## src/rtl/note_sequencer_if.sv

```systemverilog
// Keyboard/playback control and tone-generator bundle for note_sequencer.
interface note_sequencer_if #(
    parameter int NOTE_W = 4,
    parameter int DEPTH  = 16
) ();
    localparam int CW = $clog2(DEPTH);

    logic              load_n;
    logic              playback;
    logic              stop_n;
    logic              clear_n;
    logic              loop;
    logic [NOTE_W-1:0] note_in;
    logic [NOTE_W-1:0] note_out;
    logic              note_valid;
    logic              ld_note;
    logic              ld_play;
    logic [CW-1:0]     note_counter;
    logic [CW:0]       notes_recorded;
    logic              full;
    logic              next_note_en;

    modport master (
        output load_n, playback, stop_n, clear_n, loop, note_in,
        input  note_out, note_valid, ld_note, ld_play, note_counter,
               notes_recorded, full, next_note_en
    );

    modport slave (
        input  load_n, playback, stop_n, clear_n, loop, note_in,
        output note_out, note_valid, ld_note, ld_play, note_counter,
               notes_recorded, full, next_note_en
    );
endinterface

```

## src/rtl/note_sequencer.sv

```systemverilog
// Record/playback note sequencer with fixed-tempo divider.
// Define SEQ_LOOP_EN to let the loop input restart the sequence at its end.
module note_sequencer #(
    parameter int DEPTH          = 16,
    parameter int NOTE_W         = 4,
    parameter int TICKS_PER_NOTE = 25000000
) (
    input  logic            clk,
    input  logic            reset,
    note_sequencer_if.slave bus
);
    localparam int CW = $clog2(DEPTH);
    localparam int TW = $clog2(TICKS_PER_NOTE);
    localparam logic [TW-1:0] TICK_RELOAD = TW'(TICKS_PER_NOTE - 1);
    localparam logic [CW:0]   FULL_COUNT  = (CW+1)'(DEPTH);

    typedef enum logic [1:0] {IDLE, REC, PLAY} state_t;

    state_t            r_state, w_stateNext;
    logic [CW:0]       r_count, w_countNext;
    logic [CW-1:0]     r_noteCounter, w_noteCounterNext;
    logic [TW-1:0]     r_tick, w_tickNext;
    logic [NOTE_W-1:0] r_mem [DEPTH];
    logic              w_memWe;
    logic              w_full;
    logic              w_tickHit;
    logic              w_lastNote;
    logic              w_loopAgain;

    assign w_full     = (r_count == FULL_COUNT);
    assign w_tickHit  = (r_state == PLAY) && (r_tick == '0);
    assign w_lastNote = !({1'b0, r_noteCounter} < (r_count - (CW+1)'(1)));

`ifdef SEQ_LOOP_EN
    assign w_loopAgain = bus.loop;
`else
    assign w_loopAgain = 1'b0;
`endif

    always_ff @(posedge clk or negedge reset) begin
        if (!reset) begin
            r_state       <= IDLE;
            r_count       <= '0;
            r_noteCounter <= '0;
            r_tick        <= '0;
        end else begin
            r_state       <= w_stateNext;
            r_count       <= w_countNext;
            r_noteCounter <= w_noteCounterNext;
            r_tick        <= w_tickNext;
        end
    end

    // Storage has no reset; it is only read in PLAY, which requires a nonzero count.
    always_ff @(posedge clk) begin
        if (w_memWe) begin
            r_mem[r_count[CW-1:0]] <= bus.note_in;
        end
    end

    always_comb begin
        w_stateNext       = r_state;
        w_countNext       = r_count;
        w_noteCounterNext = r_noteCounter;
        w_tickNext        = r_tick;
        w_memWe           = 1'b0;
        case (r_state)
            IDLE: begin
                w_tickNext        = '0;
                w_noteCounterNext = '0;
                if (!bus.load_n && !w_full) begin
                    w_stateNext = REC;
                end else if (!bus.playback && (r_count != '0)) begin
                    w_stateNext = PLAY;
                    w_tickNext  = TICK_RELOAD;
                end else if (!bus.clear_n) begin
                    w_countNext = '0;
                end
            end
            REC: begin
                w_tickNext = '0;
                if (bus.load_n) begin
                    w_memWe     = 1'b1;
                    w_countNext = r_count + (CW+1)'(1);
                    w_stateNext = IDLE;
                end
            end
            PLAY: begin
                if (!bus.stop_n) begin
                    w_stateNext       = IDLE;
                    w_noteCounterNext = '0;
                    w_tickNext        = '0;
                end else if (w_tickHit) begin
                    w_tickNext = TICK_RELOAD;
                    if (!w_lastNote) begin
                        w_noteCounterNext = r_noteCounter + CW'(1);
                    end else if (w_loopAgain) begin
                        w_noteCounterNext = '0;
                    end else begin
                        w_stateNext       = IDLE;
                        w_noteCounterNext = '0;
                        w_tickNext        = '0;
                    end
                end else begin
                    w_tickNext = r_tick - TW'(1);
                end
            end
            default: begin
                w_stateNext = IDLE;
            end
        endcase
    end

    assign bus.note_out       = (r_state == PLAY) ? r_mem[r_noteCounter] : '0;
    assign bus.note_valid     = (r_state == PLAY);
    assign bus.ld_play        = (r_state == PLAY);
    assign bus.ld_note        = (r_state == REC);
    assign bus.note_counter   = r_noteCounter;
    assign bus.notes_recorded = r_count;
    assign bus.full           = w_full;
    assign bus.next_note_en   = w_tickHit;
endmodule

```

## src/flat_wrapper.sv

```systemverilog
// flat-port wrapper written by rule: the top's interface ports become plain ports
module note_sequencer_flat 
#(
    parameter int DEPTH          = 16,
    parameter int NOTE_W         = 4,
    parameter int TICKS_PER_NOTE = 25000000
)
  (clk, reset, bus_load_n, bus_playback, bus_stop_n, bus_clear_n, bus_loop, bus_note_in, bus_note_out, bus_note_valid, bus_ld_note, bus_ld_play, bus_note_counter, bus_notes_recorded, bus_full, bus_next_note_en);
  note_sequencer_if #(.NOTE_W(NOTE_W), .DEPTH(DEPTH)) bus_i ();
  input  logic clk;
  input  logic reset;
  input wire logic [$bits(bus_i.load_n)-1:0] bus_load_n;
  input wire logic [$bits(bus_i.playback)-1:0] bus_playback;
  input wire logic [$bits(bus_i.stop_n)-1:0] bus_stop_n;
  input wire logic [$bits(bus_i.clear_n)-1:0] bus_clear_n;
  input wire logic [$bits(bus_i.loop)-1:0] bus_loop;
  input wire logic [$bits(bus_i.note_in)-1:0] bus_note_in;
  output wire logic [$bits(bus_i.note_out)-1:0] bus_note_out;
  output wire logic [$bits(bus_i.note_valid)-1:0] bus_note_valid;
  output wire logic [$bits(bus_i.ld_note)-1:0] bus_ld_note;
  output wire logic [$bits(bus_i.ld_play)-1:0] bus_ld_play;
  output wire logic [$bits(bus_i.note_counter)-1:0] bus_note_counter;
  output wire logic [$bits(bus_i.notes_recorded)-1:0] bus_notes_recorded;
  output wire logic [$bits(bus_i.full)-1:0] bus_full;
  output wire logic [$bits(bus_i.next_note_en)-1:0] bus_next_note_en;
  assign bus_i.load_n = bus_load_n;
  assign bus_i.playback = bus_playback;
  assign bus_i.stop_n = bus_stop_n;
  assign bus_i.clear_n = bus_clear_n;
  assign bus_i.loop = bus_loop;
  assign bus_i.note_in = bus_note_in;
  assign bus_note_out = bus_i.note_out;
  assign bus_note_valid = bus_i.note_valid;
  assign bus_ld_note = bus_i.ld_note;
  assign bus_ld_play = bus_i.ld_play;
  assign bus_note_counter = bus_i.note_counter;
  assign bus_notes_recorded = bus_i.notes_recorded;
  assign bus_full = bus_i.full;
  assign bus_next_note_en = bus_i.next_note_en;
  note_sequencer #(.DEPTH(DEPTH), .NOTE_W(NOTE_W), .TICKS_PER_NOTE(TICKS_PER_NOTE)) u_core (.clk(clk), .reset(reset), .bus(bus_i));
endmodule
```

## config.mk

```make
export PLATFORM = sky130hd
export DESIGN_NAME = note_sequencer_flat
export DESIGN_NICKNAME = d
export VERILOG_FILES = /design/src/rtl/note_sequencer_if.sv /design/src/rtl/note_sequencer.sv /design/src/flat_wrapper.sv
export SDC_FILE = /design/constraint.sdc
export NUM_CORES = 1
export LEC_CHECK = 0
export CAP_MARGIN = 0
export CORE_ASPECT_RATIO = 0.5
export CORE_MARGIN = 2
export CORE_UTILIZATION = 55
export CTS_CLUSTER_DIAMETER = 60
export CTS_CLUSTER_SIZE = 16
export DETAILED_ROUTE_END_ITERATION = 10
export HOLD_SLACK_MARGIN = 0.06
export PLACE_DENSITY = 0.8
export SLEW_MARGIN = 0
export SYNTH_ARGS = -nofsm -noshare
export SYNTH_HDL_FRONTEND = slang
export SYNTH_SLANG_ARGS = --single-unit
```

## constraint.sdc

```tcl
create_clock -name clk -period 2.6 [get_ports clk]
set_clock_uncertainty 0.05 [all_clocks]
set_input_delay 0.39 -clock clk [delete_from_list [all_inputs] [get_ports clk]]
set_output_delay 0.39 -clock clk [all_outputs]
set_load 0.005 [all_outputs]
```

==> results.md <==
| Quantity | This run |
|---|---|
| Status | finished with violations |
| Violations in the final reports | negative setup slack |
| Root cell of the clock tree | sky130_fd_sc_hd__clkbuf_16 |
| Global-route wire length before repair | 18610 um |
| Peak Freq | 369.0 MHz |
| Worst setup slack after layout | -0.1099 ns |
| Number of enable flip-flop cells after synthesis | 64 |
| Sinks on Clock Net | 100 |
| Fraction of layout cells with a size suffix above 1 | 0.2331 |
| Launching element type of the critical path | register |
| H-tree levels | 3 |
| Synthesis-to-layout area growth | 19.30% |
| Die height | 72.66 um |
| Die width | 141.3 um |
| N_diodes | 0 |
| Final worst-path cycle share | 1.042 |
| Clock period minus final worst setup slack | 2.710 ns |
| Routability Congestion | 0.8109 |
| Initial antenna violation count | 0 |
| Hold violation count in the final report | 0 |
| Post-Synthesis Net Count | 430 |
| Clock slew at the register clock pins of the worst setup and hold paths | 0.07 ns |
| Pre-CTS WS | -0.08774 ns |
| RSZ-0062 raised after global routing | true |
| Post-route ant nets | 0 |
| Type of the setup path with the least slack | register to primary output |
| Largest fanout on the critical path | 5 |
| Hold-fix buffer count after cts | 0 |
| Largest net degree at the start of global routing | 37 |
| Pre-Repair DR Iteration Count | 5 |
| Number of register bits inferred by synthesis | 100 |
| Vias in the first global route | 3487 |
| Average vias per placed instance | 6.153 |
| Number of pins exceeding their max-slew limit in the final report | 0 |
| Critical path endpoint category | primary output |
| I/O pins | 29 |
| Fillers | 600 |
| Actual slew at the worst max-slew pin | 0.8527 ns |
| Sequential share of the synthesized area | 0.5444 |
| Post-layout nets | 492 |
| Total vias in the final route | 3624 |
| Share of synthesized flip-flops with an asynchronous set or reset | 0.3600 |
| TritonCTS clock tree | built |
| Worst endpoint data arrival time | 2.27 ns |
| Number of warning messages in the yosys log | 0 |
| Post-synthesis area per instance | 12.80 um2 |
| Setup slack of the most critical reg-to-reg path | 0.12 ns |
| Largest buffer count on any clock path | 2 |
| Required time of the critical path | 2.16 ns |
| Setup violations, final | 4 |
| GR Util All Layers | 0.2388 |
| Type of the worst min-delay path | primary input to async pin |
| Maxcap violations | 0 |
| Cell type contributing the most total cell area after synthesis | sky130_fd_sc_hd__edfxtp_1 |
| Dpl hpwl | 7557 um |
| Clock insertion delay at the later pin of the skew report | 0.35 ns |
| Area of the die | 10270 um2 |
| Top_reg_cell synth | sky130_fd_sc_hd__edfxtp_1 |
| 1st-iter DRT viols | 353 |
| Aggregate routed wire length | 11490 um |
| Starting density of the core | 0.5814 |
| Final routed wire length divided by cell count | 19.50 um |
| Synthesized instance count | 405 |
| Worst-case headroom to the max-slew limit | 0.4316 |
| Area share of the largest cell type after synthesis | 0.3707 |
| Cell area after synthesis | 5185 um2 |
| Power density over the cells | 1113 nW/um2 |
| Core Area | 8919 um2 |
| Number of rows in the core area | 24 |
| Number of remaining DRC errors | 0 |
| PortBufs | 27 |
| P_leak | 2.328 nW |
| Number of CTS-inserted buffers | 9 |
| Final total negative setup slack | -0.3816 ns |
| Total congestion overflow after global routing | 0 |
| Worst-case vdd ir drop | 547.5 uV |
| Main area contributors after synthesis | sky130_fd_sc_hd__edfxtp_1 37%, sky130_fd_sc_hd__dfrtp_1 17%, sky130_fd_sc_hd__mux4_1 5.6%, sky130_fd_sc_hd__mux4_2 3.9%, sky130_fd_sc_hd__ha_1 3.4% |
| Library cells used by synthesis | 59 |
==> per-layer routing <==
layer  global-route usage  vias up  part of all wire
li1                     -     1670                 -
met1               0.3244     1799              0.43
met2               0.4002      144              0.49
met3              0.05118       11             0.066
met4              0.06556        0             0.013
met5                    0        -                 0
==> cells in the mapped netlist (all sizes together) (6+ instances only) <==
| library cell | n |
|---|---|
| edfxtp | 64 |
| xnor2 | 10 |
| o21ai | 12 |
| nand2 | 21 |
| nor3 | 8 |
| a21oi | 19 |
| o211ai | 6 |
| and2 | 8 |
| clkbuf | 12 |
| nand2b | 6 |
| a2bb2oi | 14 |
| nor2 | 34 |
| nand4 | 6 |
| buf | 10 |
| inv | 19 |
| dfrtp | 36 |
| nand3 | 22 |
| nor4 | 8 |
| ha | 14 |
| mux4 | 20 |
==> critical path, cell delays in order, from the launching register on <==
cell                      delay (ns)
sky130_fd_sc_hd__dfrtp_2        0.41
sky130_fd_sc_hd__buf_6          0.15
sky130_fd_sc_hd__buf_6          0.10
sky130_fd_sc_hd__mux4_2         0.50
sky130_fd_sc_hd__mux4_2         0.48
sky130_fd_sc_hd__and2_1         0.15
sky130_fd_sc_hd__buf_2          0.12
==> stage by stage <==
stage / instance area (um2) / util / power, mW / hold WS [ns] / std cells
floorplan: 5185 / - / 4.337 / 0.04441 / 405
global placement: 5693 / 0.6383 / 5.091 / 0.4866 / 554
detailed placement: 5693 / 0.6383 / 5.176 / 0.5005 / 554
CTS: 6097 / 0.6836 / 6.736 / 0.1255 / 584
global route: 6186 / 0.6936 / 7.308 / 0.1802 / 589
finish: 6186 / 0.6936 / 6.883 / 0.1011 / 589
==> sequential cells by signal, summed over array words and instances, names as in the netlist <==
name and flops:
u_core.bus.notes_recorded 5, u_core.r_tick 25, u_core.r_mem 64, u_core.r_state 2, u_core.bus.note_counter 4
==> repair_timing <==
item | 4_1_cts | 5_1_grt
gates cloned | 1 | 0
buffers inserted | 13 | 5
setup endpoints to repair | 5 | 8
pin swaps | 4 | 2
endpoints found under the hold margin | 0 | 0
resized for setup | 43 | 12
==> where the power goes <==
group          leakage [nW]  switching, mW  internal [mW]
registers              1.06          0.196           1.86
logic                  1.12           1.71           1.81
clock network         0.141          0.635          0.677
==> cells by family (layout without fill, tap and decap cells) <==
kind of cell,count (synthesis),count (layout),synth area share
xor gates and xnor gates,11,11,0.01858
muxes,24,24,0.1026
buffers and inverters,42,109,0.03740
adders and majority gates,14,14,0.03378
and+or+nand+nor,141,141,0.1573
DFF,100,100,0.5444
AOI/OAI and AO/OA,73,73,0.1059
==> final cells by class <==
type	instances	area, um2	area share
clock buffers	9	225.2	0.03641
inverters	20	75.07	0.01214
multi-input cells	263	2195	0.3548
well taps	117	146.4	0.02366
repair buffers	73	653.1	0.1056
clock inverters	7	65.06	0.01052
flip-flops and latches	100	2826	0.4569
==> worst paths after layout <==
kind	startpoint	to	cells past startpoint
min reg2reg	u_core.r_tick[24]$_DFFE_PN0P_	u_core.r_tick[24]$_DFFE_PN0P_	1
min	reset	u_core.r_tick[4]$_DFFE_PN0P_	1
min in group clk	u_core.r_tick[24]$_DFFE_PN0P_	u_core.r_tick[24]$_DFFE_PN0P_	1
max	u_core.bus.note_counter[0]$_DFFE_PN0P_	bus_note_out[2]	6
max in group asynchronous	reset	u_core.bus.notes_recorded[1]$_DFFE_PN0P_	1
max reg2reg	u_core.bus.notes_recorded[1]$_DFFE_PN0P_	u_core.bus.note_counter[2]$_DFFE_PN0P_	9
==> placed cells by master, fill, tap and decap left out, drive strengths merged, types with 12 or more instances in the layout <==
cell type and instances:
nor2 34, inv 24, nand2 21, mux4 20, dfrtp 36, nand3 22
edfxtp 64, ha 14, buf 51, a2bb2oi 14, clkdlybuf4s50 22, o21ai 12
a21oi 19
Note: power is estimated with default switching activity, not from simulation.
